**src/rtl/message_scroller.sv**
```systemverilog
// message_scroller: debounced button / timed scroll through a 16-digit hex message, four digits shown at a time.
// Ports: clk, reset (sync, active-high), button (raw, bouncing), auto (enable timed scroll),
//        char3..char0 (displayed digit codes, left to right), update (pulse when chars change), pos (message pointer).
module message_scroller #(
  parameter logic [15:0] DEBOUNCE_CYCLES = 16'd50000,
  parameter logic [23:0] SCROLL_PERIOD   = 24'd4000000
) (
  input  logic       clk,
  input  logic       reset,
  input  logic       button,
  input  logic       auto,
  output logic [3:0] char3,
  output logic [3:0] char2,
  output logic [3:0] char1,
  output logic [3:0] char0,
  output logic       update,
  output logic [3:0] pos
);
  typedef enum logic [1:0] {RELEASED, CHK_PRESS, PRESSED, CHK_RELEASE} state_t;
  state_t state, state_d;
  logic s1, btn_s, press, tick, adv, adv_q;
  logic [15:0] cnt, cnt_d;
  logic [23:0] tcnt;
  function automatic logic [3:0] rom(input logic [3:0] i);
    return i;
  endfunction
  always_ff @(posedge clk)
    if (reset) {s1, btn_s} <= 2'b00;
    else {s1, btn_s} <= {button, s1};
  always_ff @(posedge clk)
    if (reset) begin
      state <= RELEASED;
      cnt <= '0;
    end else begin
      state <= state_d;
      cnt <= cnt_d;
    end
  always_comb begin
    state_d = state;
    cnt_d = cnt;
    press = 1'b0;
    case (state)
      RELEASED: if (btn_s) begin
        state_d = CHK_PRESS;
        cnt_d = '0;
      end
      CHK_PRESS: if (!btn_s) state_d = RELEASED;
        else if (cnt == DEBOUNCE_CYCLES - 16'd1) begin
          state_d = PRESSED;
          press = 1'b1;
        end else cnt_d = cnt + 16'd1;
      PRESSED: if (!btn_s) begin
        state_d = CHK_RELEASE;
        cnt_d = '0;
      end
      CHK_RELEASE: if (btn_s) state_d = PRESSED;
        else if (cnt == DEBOUNCE_CYCLES - 16'd1) state_d = RELEASED;
        else cnt_d = cnt + 16'd1;
      default: state_d = RELEASED;
    endcase
  end
  assign tick = auto && tcnt == SCROLL_PERIOD - 24'd1;
  assign adv = press | tick;
  // the timer wraps through adv, since a tick is itself an advance
  always_ff @(posedge clk)
    tcnt <= (reset || !auto || adv) ? '0 : tcnt + 24'd1;
  always_ff @(posedge clk)
    if (reset) begin
      pos <= '0;
      adv_q <= 1'b0;
      update <= 1'b0;
      {char3, char2, char1, char0} <= {4'h0, 4'h1, 4'h2, 4'h3};
    end else begin
      pos <= adv ? pos + 4'd1 : pos;
      adv_q <= adv;
      update <= adv_q;
      char3 <= rom(pos);
      char2 <= rom(pos + 4'd1);
      char1 <= rom(pos + 4'd2);
      char0 <= rom(pos + 4'd3);
    end
endmodule

```
**config.mk**
```make
export PLATFORM = sky130hd
export DESIGN_NAME = message_scroller
export DESIGN_NICKNAME = d
export VERILOG_FILES = /design/src/rtl/message_scroller.sv
export SDC_FILE = /design/constraint.sdc
export NUM_CORES = 1
export LEC_CHECK = 0
export CAP_MARGIN = 20
export CORE_ASPECT_RATIO = 0.8
export CORE_UTILIZATION = 45
export DETAILED_ROUTE_END_ITERATION = 10
export GPL_TIMING_DRIVEN = 0
export PLACE_DENSITY = 0.69
export SLEW_MARGIN = 10
export SYNTH_ARGS = -nofsm -noshare
export SYNTH_HDL_FRONTEND = slang
export SYNTH_SLANG_ARGS = --single-unit
```
**constraint.sdc**
```tcl
create_clock -name clk -period 3.44 [get_ports clk]
set_clock_uncertainty 0.2 [all_clocks]
set_input_delay 1.032 -clock clk [delete_from_list [all_inputs] [get_ports clk]]
set_output_delay 1.032 -clock clk [all_outputs]
set_load 0.1 [all_outputs]
```
* Word-level counts from Yosys, hierarchy flattened
Cells that the tools add are included.
Cells by class: bitwise operators 1, equality and inequality tests 11, reduce and logical (&&, ||, !) cells 7, muxes and demuxes 16, $add $sub $neg 5
Operators by type and width (count):
- $mux W16 | 5
- $pmux W16 S4 | 1
- $add A24 B1 Y24 const B | 1
- $eq A24 B22 Y1 const B | 1
- $add A16 B1 Y16 const B | 1
- $eq A16 B16 Y1 const B | 1
- $mux W2 | 6
- $add A4 B2 Y4 const B | 2
- $ne A2 B2 Y1 const B | 4
- $pmux W2 S4 | 1
- $reduce_and A4 Y1 | 2
- $ne A3 B3 Y1 const B | 2
- $add A4 B1 Y4 const B | 1
- $eq A2 B2 Y1 const B | 2
- $mux W1 | 3
- $eq A2 B1 Y1 const B | 1
- $logic_not A2 Y1 | 1
- $logic_or A1 B1 Y1 | 2
- $logic_and A1 B1 Y1 | 1
- $logic_not A1 Y1 | 1
- $or A1 B1 Y1 | 1
Word-level totals: flip-flop bits (word level) 66, output and inout bits 21, logic and storage cells 52, input port bits 4

* Depth between registers and ports, before layout
depth after elaboration 6, mapped depth 8, depth with buffers taken out 5

* Worst setup path after synthesis
OpenSTA, ideal clock, no wires.
kind register -> output, start reg char2[0], end out char2[0], setup slack 852 ps, data required time 2208 ps, arrival time 1356 ps, cell stages (with the launch flop) 2, path buffers 1, cells stage by stage dfxtp_1 buf_4
RTL lines:
- start, declared | RTL line 13 | output logic [3:0] char2,
- start signal, assigned | RTL line 72 | {char3, char2, char1, char0} <= {4'h0, 4'h1, 4'h2, 4'h3};
- start signal, assigned | RTL line 78 | char2 <= rom(pos + 4'd1);
No word-level cell between the ends.

* Worst setup path in the final report
start reg pos[2], end out pos[2]
RTL lines:
- start, declared | RTL line 17 | output logic [3:0] pos
- start signal, assigned | RTL line 74 | pos <= adv ? pos + 4'd1 : pos;
No word-level cell between the ends.

==> out/metrics.csv <==
stage;metric;value;unit
timing;RSZ-0062 raised after global routing;no;
critical_path;Crit-path slowest cell;clkdlybuf4s50_1;
drt;Vias;2784;
pwr;Tot Pwr;1679;uW
run;max_cap viols;0;
global_route;grt ovf;0;
timing;sum of negative setup slack;0;ns
clock_network;Worst-path clk slew;0.08;ns
timing;Final Max Tran Viols;0;
drt;DR DRC count;0;
timing;Tmin final;3.242;ns
timing;Worst-Margin Slew;0.9829;ns
yosys;sequential fraction of the synthesis area;40.98;%
yosys;syn avg cell area;8.858;um2
clock_network;CTS tree;done;
critical_path;crit path kind;reg2out;
yosys;Yosys reg bits;64;
clock_network;CTS Sinks;64;
floorplanning;num rows;26;
clock_network;clock latency on the worst-skew pair;0.35;ns
timing;Final setup viols;0;
critical_path;delay-heaviest family, CP;buffers and inverters;
yosys;most common cell in the netlist;dfxtp_1;
critical_path;CP max stage delay;1.19;ns
critical_path;Max Fanout on Critical Path;7;
floorplanning;Die ar.;7288;um2
clock_network;Bufs on Longest Clock Path;2;
yosys;Synth area leaders;dfxtp_1 (41%), nand4_1 (3.6%), nand3_1 (3.5%);
global_route;first-pass GRT wire length;11.99;mm
yosys;Yosys warning total;0;
drt;DR WL/cell;15.00;um
finish;Fill cells;594;
placed_design;Port Buffers;23;
outcome;status;complete, no violations;
finish;fin nets;397;
global_route;Global Route Usage Sum;21.31;%
critical_path;WP data arrival;2.01;ns
yosys;Synthesized Nets;363;
placed_design;RePlAce Congestion;0.8849;
floorplanning;I/O Pins;25;
critical_path;crit start category;flop;
yosys;Synth top cells by count;dfxtp_1 (64), nand3_1 (22), nor3_1 (22);
yosys;cell area after synthesis;3127;um2
yosys;distinct cell type count of the synthesized netlist;49;
clock_network;CTS Buf Count;9;
clock_network;CTS hold repair buffers;0;
critical_path;critical path required time;2.21;ns
drt;vias per std cell;5.849;
clock_network;root buf cell;clkbuf_8;
timing;final worst path period share;94.25;%
finish;Util after Layout;56.75;%
drt;met1 wire length;3.483;mm
pwr;Leakage;0.001193;uW
yosys;EDFF count, synth;0;
global_route;largest net degree at the start of global routing;14;
clock_network;post-CTS setup buffers;0;
critical_path;CP endpoint kind;output port;
clock_network;post-CTS sizing;0;
floorplanning;die outline width;95.20;um
finish;Ant. Diodes;0;
timing;worst hold slack;0.2364;ns
timing;Hold Vio Cnt, Final;0;
global_route;vias in the first global route;2491;
timing;relative slew slack;34.27;%
placed_design;Area after DPL;3462;um2
critical_path;Crit path buffers/inverters;1;
hold_path;worst min path class;reg2reg;
finish;design area;3711;um2
finish;Synth-to-Final Area Change;18.69;%
drt;DR pass1 iterations;5;
drt;DR WL met3;551;um
drt;initial DRC count;200;
drt;final WL;7.139;mm
yosys;top_reg_cell synth;dfxtp_1;
floorplanning;die height;76.56;um
finish;share of cells above drive strength 1;8.163;%
global_route;initial antenna violation count;0;
yosys;share of the synthesized area in the top cell type;40.98;%
drt;routed wl met2;3.016;mm
yosys;largest area contributor in the netlist;dfxtp_1;
timing;fmax;308.4;MHz
pwr;pwr/cell area;452.3;nW/um2
floorplanning;Core ar.;6539;um2
drt;top layer reached by signal wires;met4;
yosys;synthesized instance count;353;
drt;Routed Antenna Nets;0;
critical_path;worst-path cell chain;clkdlybuf4s50_1;
clock_network;Clock H-tree levels;3;
yosys;async set-reset flop share out of synthesis;0;%
pwr;Worst VDD drop;0.2874;mV
placed_design;DP HPWL;5.091;mm
floorplanning;initial core utilization;47.82;%
## sequential cells by signal (all words and copies together) (netlist names), named ones only
| register | cells |
|---|---|
| adv_q | 1 |
| btn_s | 1 |
| char0 | 3 |
| char1 | 3 |
| char2 | 4 |
| char3 | 4 |
| cnt | 16 |
| pos | 4 |
| s1 | 1 |
| state | 1 |
| tcnt | 24 |
| update | 1 |
## kinds of logic after synthesis
group / share of synthesized area (%)
compound gates: 13.73
xor+xnor: 5.602
fa+ha+maj: 2.401
buf+inv: 4.722
flops: 40.98
mux: 1.321
simple gates: 31.25
## routing by layer
layer | up-vias | GRT usage, %
li1 | 1398 | -
met1 | 1271 | 30.46
met2 | 107 | 30.36
met3 | 8 | 6.687
met4 | 0 | 6.061
met5 | - | 0
## worst paths after layout
check / from / to / slack, ns / cells past startpoint
worst min register to register: adv_q / update / 0.24 / 1
worst min-delay path: adv_q / update / 0.24 / 1
worst max-delay path: pos[2] / pos[2] / 0.20 / 1
worst max register to register: tcnt[9] / tcnt[5] / 0.70 / 6
## power breakdown
part	total, uW	internal, uW	switching, uW
clock	811	490	321
combinational	110	27.5	82.9
sequential	757	750	7.65
## layout make-up
type / count / area [um2] / share of cell area [%]
Buffer: 25 / 106.4 / 2.866
Inverter: 11 / 41.29 / 1.113
Clock buffer: 9 / 123.9 / 3.338
Sequential cell: 64 / 1281 / 34.52
Clock inverter: 7 / 125.1 / 3.372
Multi-Input combinational cell: 253 / 1698 / 45.75
Timing Repair Buffer: 23 / 230.2 / 6.204
Tap cell: 84 / 105.1 / 2.832
## through the flow
step | worst slack [ns] | std cells
floorplan | 0.8518 | 353
global placement | 0.003441 | 460
detailed placement | -0.02054 | 460
CTS | 0.1743 | 476
global route | 0.1156 | 476
finish | 0.1977 | 476
## cell usage in the layout, fill, tap and decap left out, drive strengths merged, types with 4 or more instances in the layout
cell type / n
a211oi: 8
a21boi: 4
a21oi: 8
a31oi: 5
and2: 5
and4: 8
buf: 7
clkbuf: 27
clkdlybuf4s50: 23
dfxtp: 64
ha: 6
inv: 14
nand2: 18
nand2b: 10
nand3: 22
nand4: 19
nor2: 11
nor2b: 7
nor3: 22
nor4: 8
o21ai: 12
o31ai: 10
or4: 16
xnor2: 8
xor2: 12
(Power assumes the default switching activity.)
